$ cat config.mk
export PLATFORM = sky130hd
export DESIGN_NAME = usb_tx_packet_builder_flat
export DESIGN_NICKNAME = d
export VERILOG_FILES = /design/src/rtl/usb_tx_pkg.sv /design/src/rtl/usb_tx_packet_builder_if.sv /design/src/rtl/usb_tx_crc16.sv /design/src/rtl/usb_tx_packet_builder.sv /design/src/flat_wrapper.sv
export SDC_FILE = /design/constraint.sdc
export NUM_CORES = 1
export LEC_CHECK = 0
export ABC_CLOCK_PERIOD_IN_PS = 3590
export BUFFER_PORTS_ARGS = -buffer_cell sky130_fd_sc_hd__buf_4
export CORE_AREA = 3 3 222 224
export CTS_BUF_LIST = sky130_fd_sc_hd__clkbuf_4
export DETAILED_ROUTE_END_ITERATION = 10
export DIE_AREA = 0 0 225 227
export PLACE_DENSITY = 0.84
export SLEW_MARGIN = 20
export SYNTH_ARGS = -nofsm -noshare
export SYNTH_HDL_FRONTEND = slang
export SYNTH_HIERARCHICAL = 1
export SYNTH_SLANG_ARGS = --single-unit
$ cat constraint.sdc
create_clock -name clk -period 3.59 [get_ports clk]
set_clock_uncertainty 0.15 [all_clocks]
set_input_delay 0.359 -clock clk [delete_from_list [all_inputs] [get_ports clk]]
set_output_delay 0.359 -clock clk [all_outputs]
set_load 0.1 [all_outputs]
$ cat src/rtl/usb_tx_pkg.sv
// Shared types and constants for the USB TX packet builder: FSM states,
// PID codes, SYNC byte and the CRC16 polynomial with its byte-update function.
package usb_tx_pkg;

    typedef enum logic [2:0] {
        S_IDLE,
        S_SYNC,
        S_PID,
        S_REQ,
        S_DATA,
        S_CRC_LO,
        S_CRC_HI,
        S_DONE
    } state_t;

    localparam logic [3:0] PID_ACK   = 4'b0010;
    localparam logic [3:0] PID_NAK   = 4'b1010;
    localparam logic [3:0] PID_STALL = 4'b1110;
    localparam logic [3:0] PID_DATA0 = 4'b0011;
    localparam logic [3:0] PID_DATA1 = 4'b1011;

    localparam logic [7:0]  SYNC_BYTE  = 8'h01;
    localparam logic [15:0] CRC16_POLY = 16'h8005;  // x^16 + x^15 + x^2 + 1
    localparam logic [15:0] CRC16_INIT = 16'hFFFF;

    function automatic logic is_data_pid(input logic [3:0] pid);
        return (pid == PID_DATA0) || (pid == PID_DATA1);
    endfunction

    // Bits go out LSB first, so the register runs reflected and the
    // polynomial is applied bit-reversed.
    function automatic logic [15:0] crc16_byte(input logic [15:0] crc, input logic [7:0] data);
        logic [15:0] poly_rev;
        logic [15:0] c;
        for (int i = 0; i < 16; i++) poly_rev[i] = CRC16_POLY[15-i];
        c = crc;
        for (int i = 0; i < 8; i++) begin
            if (c[0] ^ data[i]) c = (c >> 1) ^ poly_rev;
            else                c = c >> 1;
        end
        return c;
    endfunction

endpackage

$ cat src/rtl/usb_tx_packet_builder_if.sv
// TX FIFO read port: occupancy and data from the FIFO, pop strobe back to it.
interface usb_tx_packet_builder_if;
    logic [6:0] buffer_occupancy;
    logic [7:0] tx_data;
    logic       get_data;

    modport master (input buffer_occupancy, input tx_data, output get_data);
    modport slave  (output buffer_occupancy, output tx_data, input get_data);
endinterface

$ cat src/rtl/usb_tx_crc16.sv
// USB CRC16 accumulator: cleared to the init value, updated one byte per enable.
module usb_tx_crc16
    import usb_tx_pkg::*;
(
    input  logic        clk,
    input  logic        n_rst,
    input  logic        clear,
    input  logic        en,
    input  logic [7:0]  data,
    output logic [15:0] crc
);

    // NOTE: sequential state is always written with <= so every flop samples
    // pre-edge values regardless of process ordering.
    always_ff @(posedge clk or negedge n_rst) begin
        if (!n_rst)     crc <= CRC16_INIT;
        else if (clear) crc <= CRC16_INIT;
        else if (en)    crc <= crc16_byte(crc, data);
    end

endmodule

$ cat src/rtl/usb_tx_packet_builder.sv
// Builds one USB packet (SYNC, PID, optional payload + CRC16) into a flat byte
// vector, popping payload bytes from the TX FIFO two cycles per byte.
module usb_tx_packet_builder
    import usb_tx_pkg::*;
#(
    parameter int MAX_DATA = 64,
    parameter int PKT_W    = 8 * (MAX_DATA + 4)
) (
    input  logic                            clk,
    input  logic                            n_rst,
    input  logic                            start,
    input  logic [3:0]                      pid,
    usb_tx_packet_builder_if.master         fifo,
    output logic [PKT_W-1:0]                packet,
    output logic [$clog2(MAX_DATA+5)-1:0]   packet_bytes,
    output logic                            load_complete,
    output logic                            busy
);

    localparam int NUM_BYTES = PKT_W / 8;
    localparam int PB_W      = $clog2(MAX_DATA + 5);
    localparam int CNT_W     = $clog2(MAX_DATA + 1);
    localparam logic [CNT_W-1:0] CNT_MAX = CNT_W'(MAX_DATA);

    state_t           state, state_nxt;
    logic [CNT_W-1:0] count;
    logic             clear;
    logic             wr_en;
    logic [7:0]       wr_byte;
    logic             crc_en;
    logic [15:0]      crc;

    usb_tx_crc16 u_crc (
        .clk   (clk),
        .n_rst (n_rst),
        .clear (clear),
        .en    (crc_en),
        .data  (fifo.tx_data),
        .crc   (crc)
    );

    always_ff @(posedge clk or negedge n_rst) begin
        if (!n_rst) state <= S_IDLE;
        else        state <= state_nxt;
    end

    // NOTE: every output of this block gets a default first, so no path can
    // leave one unassigned and infer a latch.
    always_comb begin
        state_nxt     = state;
        clear         = 1'b0;
        wr_en         = 1'b0;
        wr_byte       = '0;
        crc_en        = 1'b0;
        fifo.get_data = 1'b0;
        load_complete = 1'b0;
        case (state)
            S_IDLE: if (start) begin
                clear     = 1'b1;
                state_nxt = S_SYNC;
            end
            S_SYNC: begin
                wr_en     = 1'b1;
                wr_byte   = SYNC_BYTE;
                state_nxt = S_PID;
            end
            S_PID: begin
                wr_en     = 1'b1;
                wr_byte   = {~pid, pid};
                state_nxt = is_data_pid(pid) ? S_REQ : S_DONE;
            end
            S_REQ: begin
                if (fifo.buffer_occupancy != '0 && count < CNT_MAX) begin
                    fifo.get_data = 1'b1;
                    state_nxt     = S_DATA;
                end else begin
                    state_nxt = S_CRC_LO;
                end
            end
            S_DATA: begin
                wr_en     = 1'b1;
                wr_byte   = fifo.tx_data;
                crc_en    = 1'b1;
                state_nxt = S_REQ;
            end
            S_CRC_LO: begin
                wr_en     = 1'b1;
                wr_byte   = ~crc[7:0];
                state_nxt = S_CRC_HI;
            end
            S_CRC_HI: begin
                wr_en     = 1'b1;
                wr_byte   = ~crc[15:8];
                state_nxt = S_DONE;
            end
            S_DONE: begin
                load_complete = 1'b1;
                state_nxt     = S_IDLE;
            end
            default: state_nxt = S_IDLE;
        endcase
    end

    // Every written byte lands at index packet_bytes, so a single write port
    // serves SYNC, PID, payload and CRC bytes alike.
    // NOTE: the packet byte array is reset explicitly because unused bytes
    // must read zero straight out of reset, unlike a plain storage RAM.
    always_ff @(posedge clk or negedge n_rst) begin
        if (!n_rst) begin
            packet       <= '0;
            packet_bytes <= '0;
            count        <= '0;
        end else if (clear) begin
            packet       <= '0;
            packet_bytes <= '0;
            count        <= '0;
        end else if (wr_en) begin
            for (int i = 0; i < NUM_BYTES; i++) begin
                if (packet_bytes == PB_W'(i)) packet[8*i +: 8] <= wr_byte;
            end
            packet_bytes <= packet_bytes + PB_W'(1);
            if (state == S_DATA) count <= count + CNT_W'(1);
        end
    end

    assign busy = (state != S_IDLE);

endmodule

$ cat src/flat_wrapper.sv
// flat-port wrapper written by rule: the top's interface ports become plain ports
module usb_tx_packet_builder_flat import usb_tx_pkg::*;
#(
    parameter int MAX_DATA = 64,
    parameter int PKT_W    = 8 * (MAX_DATA + 4)
)
  (clk, n_rst, start, pid, packet, packet_bytes, load_complete, busy, fifo_buffer_occupancy, fifo_tx_data, fifo_get_data);
  usb_tx_packet_builder_if fifo_i ();
  input  logic clk;
  input  logic n_rst;
  input  logic start;
  input  logic [3:0] pid;
  output logic [PKT_W-1:0] packet;
  output logic [$clog2(MAX_DATA+5)-1:0] packet_bytes;
  output logic load_complete;
  output logic busy;
  input wire logic [$bits(fifo_i.buffer_occupancy)-1:0] fifo_buffer_occupancy;
  input wire logic [$bits(fifo_i.tx_data)-1:0] fifo_tx_data;
  output wire logic [$bits(fifo_i.get_data)-1:0] fifo_get_data;
  assign fifo_i.buffer_occupancy = fifo_buffer_occupancy;
  assign fifo_i.tx_data = fifo_tx_data;
  assign fifo_get_data = fifo_i.get_data;
  usb_tx_packet_builder #(.MAX_DATA(MAX_DATA), .PKT_W(PKT_W)) u_core (.clk(clk), .n_rst(n_rst), .start(start), .pid(pid), .fifo(fifo_i), .packet(packet), .packet_bytes(packet_bytes), .load_complete(load_complete), .busy(busy));
endmodule
# --- After elaboration in Yosys (flattened, before gate mapping) ---
# Cells that the tools add are included.
totals:
  ff_bits: 577
  input_bits: 22
  elab_cells: 429
op_classes:
  addsub: 2
  order_cmp: 1
  eq_ne: 77
  n_mux: 111
  n_bitwise: 19
  n_reduce_logical: 147
ops:
  columns: ["operator", "count"]
  rows:
  - ["$mux W544", 2]
  - ["$mux W8", 68]
  - ["$mux W16", 24]
  - ["$eq A7 B6 Y1 const B", 32]
  - ["$reduce_bool A2 Y1", 71]
  - ["$reduce_and A2 Y1", 69]
  - ["$eq A7 B5 Y1 const B", 16]
  - ["$eq A7 B4 Y1 const B", 8]
  - ["$pmux W8 S5", 1]
  - ["$mux W7", 5]
  - ["$eq A7 B3 Y1 const B", 4]
  - ["$eq A7 B7 Y1 const B", 4]
  - ["$not A2 Y3", 8]
  - ["$pmux W3 S8", 1]
  - ["$not A8 Y8", 2]
  - ["$add A7 B1 Y7 const B", 2]
  - ["$eq A7 B2 Y1 const B", 2]
  - ["$eq A3 B3 Y1 const B", 4]
  - ["$mux W1", 8]
  - ["$xor A1 B1 Y1", 8]
  - ["$eq A7 B1 Y1 const B", 1]
  - ["$logic_not A7 Y1", 1]
  - ["$lt A7 B7 Y1 const B", 1]
  - ["$reduce_bool A7 Y1", 1]
  - ["12 further kinds", 14]

# --- Longest topological paths before layout ---
# Gate-level depths: netlist of the first run.
depth:
  ltp_word: 32
  ltp_mapped: 9

# --- Cells and area by module ---
# Netlist of the first run, hierarchy kept.
modules_own_cells:
  columns: ["mod", "instances", "cells_each", "area_per_inst_um2", "seq_area_each_um2"]
  rows:
  - ["usb_tx_packet_builder", 1, 1387, 22587.9, 14038.5]
  - ["usb_tx_crc16", 1, 91, 1124.8, 420.4]

# --- Worst setup path before layout of the first run ---
# No wires, ideal clock.
synth_timing:
  path_kind: "flip-flop to output port"
  startpoint: "register u_core.state[0]"
  endpoint: "output fifo_get_data"
  arrival_ns: 3.021
  t_required_ns: 3.081
  setup_slack_ns: 0.060
  path_stages_with_launch: 5
  path_buffers: 2
  path_cell_list: "dfrtp_1 buf_2 buf_6 nand2_2 nor3b_1"
synth_between:
  elab_chain_len: 2
synth_lines:
  columns: ["item", "line", "text"]
  rows:
  - ["start: declaration", "usb_tx_packet_builder.sv:25", "state_t state, state_nxt;"]
  - ["start signal: assignment", "usb_tx_packet_builder.sv:44", "else state <= state_nxt;"]
  - ["$eq A3 B2 Y1", "usb_tx_packet_builder.sv:57", "case (state)"]
  - ["$mux W1", "usb_tx_packet_builder.sv:57", null]
  - ["end: declaration", "flat_wrapper.sv:19", "output wire logic [$bits(fifo_i.get_data)-1:0] fifo_get_data;"]
# No other way between the ends.

# --- Worst setup path in the final report of the first run ---
layout_timing:
  startpoint: "register u_core.u_crc.crc[4]"
  endpoint: "register u_core.u_crc.crc[0]"
layout_between:
  elab_chain_len: 29
layout_lines:
  columns: ["item", "line", "text"]
  rows:
  - ["start: declaration", "usb_tx_crc16.sv:10", "output logic [15:0] crc"]
  - ["start signal: assignment", "usb_tx_crc16.sv:18", "else if (en) crc <= crc16_byte(crc, data);"]
  - ["$mux W16 *", "usb_tx_pkg.sv:38", "if (c[0] ^ data[i]) c = (c >> 1) ^ poly_rev;"]
  - ["$mux W16 *", "usb_tx_crc16.sv:18", null]
  - ["$mux W16 *", "usb_tx_crc16.sv:17", "else if (clear) crc <= CRC16_INIT;"]
  - ["$mux W16 *", "usb_tx_pkg.sv:38", null]
  - ["$mux W16 *", "usb_tx_crc16.sv:18", null]
  - ["$mux W16 *", "usb_tx_crc16.sv:17", null]
  - ["$mux W16 *", "usb_tx_pkg.sv:38", null]
  - ["$mux W16 *", "usb_tx_crc16.sv:18", null]
  - ["[13 not listed]", null, null]
  - ["$xor A1 B1 Y1 *", "usb_tx_pkg.sv:38", null]
  - ["$mux W16 *", "usb_tx_pkg.sv:38", null]
  - ["$mux W16 *", "usb_tx_crc16.sv:18", null]
  - ["$mux W16 *", "usb_tx_crc16.sv:17", null]
  - ["$xor A1 B1 Y1 *", "usb_tx_pkg.sv:38", null]
  - ["$mux W16 *", "usb_tx_pkg.sv:38", null]
  - ["$mux W16 *", "usb_tx_crc16.sv:18", null]
  - ["$mux W16 *", "usb_tx_crc16.sv:17", null]
# Mark *: on every way between the ends. The rest lies on a longest branch, timed or not. The select of a mux whose other input is x is not followed.
# A chain may end at the register's enable or synchronous reset.

==> flow_summary.json, run 1 <==
{
  "outcome": "complete, no violations",
  "cp-end-kind": "register",
  "period_minus_slack_ps": 3131,
  "syn_area_per_cell_um2": 16.04,
  "place.gp.congestion": 0.8574,
  "fillCellCount": 3270,
  "synth_edf_count": 0,
  "layout.nets": 2203,
  "hold_path.class": "in2reg",
  "dp.cells": 2617,
  "synth_top_area_share_pct": 59.20,
  "arrival_ps": 3870,
  "viasPerCell": 5.485,
  "crit_chain": "xor2_2, xor2_4, dlygate4sd3_1, xor2_2, a211oi_1, o311ai_1, dlygate4sd3_1",
  "yosys-top-cells-count": "dfrtp_1 (561), mux2_2 (451), mux2_4 (64)",
  "clockBufferDepth": 3,
  "synth_seq_cells": 577,
  "ys_seq_area_share_pct": 60.98,
  "yosys_warnings": 6,
  "fmax_ghz": 0.3194,
  "synthCells": 1478,
  "area_delta_synth_final_pct": 30.91,
  "timing.max_cap.violations": 0,
  "synthFlopType": "dfrtp_1",
  "synthesis.area_um2": 23710,
  "clk_pin_slew_ps": 70,
  "grt_pass1_wl_mm": 107.7,
  "cts-hold-fix-buffers": 22,
  "drtPass1Iterations": 5,
  "clock_sinks": 577,
  "yosysMostFrequentCell": "dfrtp_1",
  "grt_util_all_layers_pct": 28.40,
  "die_x_um": 225,
  "vias": 15880,
  "pin_count": 576,
  "postSynth.asyncResetShare_pct": 100.0,
  "setup_tns_ps": 0,
  "path_delay_family": "buffers and inverters",
  "rsz0062_at_grt": "no",
  "root_buffer": "clkbuf_4",
  "cts_tree": "built",
  "cts_setup_buffers": 0,
  "setup_violations": 0,
  "route.detailed.drc": 0,
  "cpPeakStageDelay_ps": 670,
  "post-route-period-util_pct": 87.20,
  "post_layout_nonfiller_instances": 2895,
  "cp_num_buf_inv": 2,
  "tightest_slew_ps": 1034,
  "drt_iter0_markers": 776,
  "slew_headroom_pct": 30.96,
  "avgRoutedWirePerCell_um": 25.34,
  "grt_overflow": 0,
  "htreeDepth": 4,
  "drive_gt1_share_pct": 64.91,
  "cts_buffers": 149,
  "synthesis.nets": 1505,
  "port_buffers": 575,
  "num_rows": 80,
  "ctsResizeCount": 0,
  "netlist-cell-type-count": 70,
  "core_area_um2": 47550,
  "startpoint_type": "register",
  "hold_viol": 0,
  "hpwl_mm": 49.08,
  "finalMaxSlewViolations": 0,
  "die_h_um": 227,
  "cp.required_ps": 4330,
  "detail-route-antenna-nets": 0,
  "yosysTopAreaCell": "dfrtp_1",
  "path_class": "reg2reg",
  "grt_pass1_vias": 17150,
  "initial_utilization_pct": 49.87,
  "synth_area_leaders": "dfrtp_1 (59%), mux2_2 (21%), mux2_4 (4.1%)",
  "grt_max_degree": 77,
  "drt-total-wl_mm": 73.36,
  "crit_fanout": 5,
  "clk-insertion-delay-late_ps": 980,
  "slowest_stage": "dlygate4sd3_1",
  "antenna_found_initial": 1,
  "die-area_um2": 51080
}
==> layout by cell type (no fill, tap or decap), drive strengths merged, types with 3 or more instances in the layout <==
| cell type | count |
|---|---|
| clkinvlp | 3 |
| nand4 | 5 |
| clkbuf | 217 |
| ha | 5 |
| a22oi | 5 |
| nor3b | 3 |
| o21ai | 74 |
| a211o | 12 |
| nor3 | 9 |
| diode | 3 |
| and3 | 4 |
| nor2 | 20 |
| inv | 17 |
| dlygate4sd3 | 21 |
| clkinv | 24 |
| o2bb2ai | 7 |
| buf | 611 |
| o22ai | 7 |
| nand2 | 22 |
| mux2 | 544 |
| a21oi | 6 |
| dfstp | 16 |
| xor2 | 10 |
| dfrtp | 561 |
| xnor2 | 18 |
| nand2b | 3 |
| a2bb2oi | 3 |
| nand3 | 14 |
| a31oi | 5 |
| nor2b | 7 |
==> sequential cells by signal, summed over array words and instances, names as in the netlist <==
name / cells
u_core/count: 7
u_core/packet: 544
u_core/u_crc/crc: 16
u_core/state: 3
u_core/packet_bytes: 7
==> metal layers <==
metal	track usage (%)	wire length, µm	vias up
met3	10.51	5797	155
met1	32.71	27810	8317
met5	0	0	-
li1	-	-	6762
met4	12.51	2755	0
met2	47.93	37000	646
==> cell type report <==
| class | count | area [µm²] | area share, % |
|---|---|---|---|
| sequential | 577 | 14460 | 46.58 |
| multi-input combinational | 806 | 8919 | 28.73 |
| timing repair buffer | 632 | 5032 | 16.21 |
| clock buffer | 217 | 1629 | 5.248 |
| tap | 615 | 769.5 | 2.479 |
| clock inverter | 35 | 187.7 | 0.6046 |
| inverter | 10 | 40.04 | 0.1290 |
| antenna | 3 | 7.507 | 0.02418 |
==> final timing paths <==
| kind | slack, ps | cells after the start | to | startpoint |
|---|---|---|---|---|
| max in group asynchronous | 2230 | 5 | u_core/packet[207] | n_rst |
| worst max-delay path | 460 | 7 | u_core/u_crc/crc[0] | u_core/u_crc/crc[4] |
| min in group asynchronous | 510 | 4 | u_core/packet[337] | n_rst |
| worst min register to register | 340 | 1 | u_core/count[4] | u_core/count[4] |
| worst min-delay path | 230 | 4 | u_core/packet[508] | pid[0] |
| worst max register to register | 460 | 7 | u_core/u_crc/crc[0] | u_core/u_crc/crc[4] |
==> tightest hold or removal path: stages <==
cell and delay, ps:
buf_4 100, a2bb2oi_1 280, o2bb2ai_4 250, mux2_4 320
==> cell families (layout without fill, tap and decap cells) <==
| kind of cell | count (synthesis) | after routing | synth area share [%] |
|---|---|---|---|
| multiplexers | 545 | 545 | 26.89 |
| AO/OA/AOI/OAI | 130 | 130 | 5.783 |
| adder cells (fa/ha/maj) | 5 | 5 | 0.2638 |
| other | 0 | 3 | 0 |
| buffers and inverters | 95 | 894 | 2.031 |
| AND/OR/NAND/NOR | 95 | 95 | 2.269 |
| XOR/XNOR | 31 | 31 | 1.789 |
| flip-flops | 577 | 577 | 60.98 |
==> per-stage QoR <==
step	hold WS (ps)	util, %	area [µm²]	worst slack [ps]
after floorplan	-86.59	-	23710	59.89
after global placement	289.7	60.90	28950	771.5
after detailed placement	296.8	60.90	28950	693.0
after CTS	82.51	65.22	31010	464.4
after global routing	148.9	65.28	31040	336.1
final	226.3	65.29	31040	459.4
Power of run 1 is not shown: default switching activity piles up to over one toggle a cycle in this logic, so the estimate is an artifact.
==> inputs of run 2 (changes only) <==
--- a/config.mk
+++ b/config.mk
@@ -5,13 +5,16 @@
 export SDC_FILE = /design/constraint.sdc
 export NUM_CORES = 1
 export LEC_CHECK = 0
+export ABC_AREA = 1
 export ABC_CLOCK_PERIOD_IN_PS = 3590
 export BUFFER_PORTS_ARGS = -buffer_cell sky130_fd_sc_hd__buf_4
-export CORE_AREA = 3 3 222 224
+export CELL_PAD_IN_SITES_DETAIL_PLACEMENT = 0
+export CELL_PAD_IN_SITES_GLOBAL_PLACEMENT = 2
+export CORE_MARGIN = 2
+export CORE_UTILIZATION = 35
 export CTS_BUF_LIST = sky130_fd_sc_hd__clkbuf_4
 export DETAILED_ROUTE_END_ITERATION = 10
-export DIE_AREA = 0 0 225 227
-export PLACE_DENSITY = 0.84
+export PLACE_DENSITY = 0.95
 export SLEW_MARGIN = 20
 export SYNTH_ARGS = -nofsm -noshare
 export SYNTH_HDL_FRONTEND = slang
==> flow_summary.json, run 2 <==
{
  "outcome": "complete, no violations",
  "yosys-top-cells-count": "nand2_1 (1622), dfrtp_1 (561), nand3_1 (269)",
  "yosysMostFrequentCell": "nand2_1",
  "pin_count": 576,
  "cts_tree": "built",
  "grt_util_all_layers_pct": 26.01,
  "drt-total-wl_mm": 94.03,
  "timing.rr.start": "u_core/u_crc/crc[0]",
  "path_class": "reg2reg",
  "synth_area_leaders": "dfrtp_1 (58%), nand2_1 (25%), nand3_1 (5.6%)",
  "startpoint_type": "register",
  "cts_buffers": 161,
  "hpwl_mm": 62.75,
  "grt_overflow": 0,
  "finalMaxSlewViolations": 0,
  "die_h_um": 267.2,
  "synthesis.area_um2": 24240,
  "htreeDepth": 4,
  "final_common_cell": "nand2_1",
  "postSynth.asyncResetShare_pct": 100.0,
  "post-route-period-util_pct": 94.55,
  "num_rows": 96,
  "fmax_ghz": 0.2946,
  "port_buffers": 575,
  "grt_max_degree": 110,
  "vias": 22360,
  "syn_area_per_cell_um2": 8.385,
  "drt_iter0_markers": 1821,
  "clock_sinks": 577,
  "netlist-cell-type-count": 36,
  "tightest_slew_ps": 959.9,
  "slowest_stage": "dlygate4sd3_1",
  "crit_chain": "inv_2, nand2_1, nand2_2, nand2_2, nand2_4, nand2_4, nand2_4, buf_4, nand2_2, nand3_4, nand2_4, nand2_1, nand3_2, nand3_1, dlygate4sd3_1, nand3_1, nand2_1, dlygate4sd3_1, nand2_1, nand2_1",
  "hold_viol": 0,
  "antenna_found_initial": 2,
  "cp.required_ps": 4320,
  "cpPeakStageDelay_ps": 610,
  "slew_headroom_pct": 35.57,
  "avgRoutedWirePerCell_um": 20.25,
  "yosys_warnings": 6,
  "cp-end-kind": "register",
  "synthFlopType": "dfrtp_1",
  "top_register": "u_core/packet",
  "clk-insertion-delay-late_ps": 970,
  "clk_pin_slew_ps": 60,
  "setup_tns_ps": 0,
  "arrival_ps": 4120,
  "drive_gt1_share_pct": 26.92,
  "place.gp.congestion": 0.8177,
  "synthCells": 2891,
  "yosysTopAreaCell": "dfrtp_1",
  "clockBufferDepth": 3,
  "detail-route-antenna-nets": 0,
  "hp-start": "fifo_buffer_occupancy[0]",
  "top_regs": "u_core/packet: 544 flops, u_core/u_crc/crc: 16 flops",
  "period_minus_slack_ps": 3394,
  "largest_reg_flops": 544,
  "cpMostUsedCell": "nand2_1",
  "drtPass1Iterations": 6,
  "die-area_um2": 71390,
  "area_delta_synth_final_pct": 32.97,
  "crit_fanout": 5,
  "timing.max_cap.violations": 0,
  "synth_seq_cells": 577,
  "initial_utilization_pct": 35.35,
  "synthesis.nets": 2918,
  "layout.nets": 3633,
  "root_buffer": "clkbuf_4",
  "rsz0062_at_grt": "no",
  "die_x_um": 267.2,
  "ys_seq_area_share_pct": 59.64,
  "final_cell_mix": "nand2_1 (1613), buf_4 (621), dfrtp_1 (561), nand3_1 (269), clkbuf_4 (241)",
  "core_area_um2": 68590,
  "grt_pass1_vias": 21970,
  "setup_violations": 0,
  "synth_edf_count": 0,
  "grt_pass1_wl_mm": 138.8,
  "hold_path.class": "in2reg",
  "synth_top_area_share_pct": 57.91,
  "route.detailed.drc": 0,
  "viasPerCell": 4.817,
  "startpoint": "u_core/u_crc/crc[0]"
}
==> run 2: changes by cell type after synthesis, moves of 17 or more <==
| cell | change |
|---|---|
| o21ai_4 | -39 |
| buf_2 | +17 |
| nand2_2 | +23 |
| nand2_1 | +1602 |
| buf_4 | +27 |
| mux2_2 | -451 |
| buf_1 | +18 |
| nor2_1 | +59 |
| inv_1 | +52 |
| mux2_1 | -29 |
| nand4_1 | +19 |
| mux2_4 | -64 |
| nand3_1 | +259 |
==> run 2: cell families after synthesis <==
kind of cell             count (synthesis)  synth area share, %
flip-flops                             577                59.64
adder cells (fa/ha/maj)                  5               0.2581
XOR/XNOR                                11               0.5833
AND/OR/NAND/NOR                       2044                34.25
AO/OA/AOI/OAI                           67                1.781
buffers and inverters                  187                3.489
==> run 2: per-stage QoR <==
stage,utilization [%],worst slack [ps],std cells,hold slack [ps],cell area (µm²)
detailed placement,43.59,532.2,4343,306.3,29890
global route,47.00,20.93,4643,245.9,32230
global placement,43.59,533.9,4343,302.6,29890
finish,47.00,195.6,4643,246.4,32230
CTS,46.96,160.7,4640,129.4,32210
floorplan,-,911.7,2891,-86.59,24240
==> run 2: final timing paths <==
path                                        endpoint  slack (ps)  cells after the start
min in group asynchronous         u_core/packet[108]         590                      4
worst max-delay path            u_core/u_crc/crc[13]         200                     20
worst min register to register       u_core/count[3]         310                      1
worst min-delay path                 u_core/state[0]         250                      7
max in group asynchronous         u_core/packet[183]        2130                      5
worst max register to register  u_core/u_crc/crc[13]         200                     20
==> run 2: area by class of cell <==
class                      instances  area (µm²)
sequential                       577       14460
antenna                            1       2.502
clock inverter                    27       197.7
tap                              931        1165
fill                            6837       36350
clock buffer                     241        1809
inverter                          72       270.3
timing repair buffer             667        5315
multi-input combinational       2127        9015
==> run 2: critical path, delay by kind of cell, from the launching register on <==
family	cells	cell delay, ps
buffers and inverters	4	1350
and+or+nand+nor	16	1260
DFF	1	570
==> run 2: what timing repair did <==
action,in CTS,in global routing
setup endpoints to repair,0,1
buffers inserted,0,3
hold buffers,29,0
resized for setup,0,2
hold endpoints to repair,700,0
==> run 2: layer usage <==
metal / wire length, µm / vias to the layer above / share of wire (%) / track usage, %
met5: 18 / - / 0.019 / 0
met3: 8125 / 143 / 8.6 / 8.266
met2: 44770 / 862 / 48 / 41.89
li1: - / 10560 / - / -
met1: 38610 / 10790 / 41 / 32.97
met4: 2498 / 2 / 2.7 / 9.004
Power of run 2 is left out for the same reason.
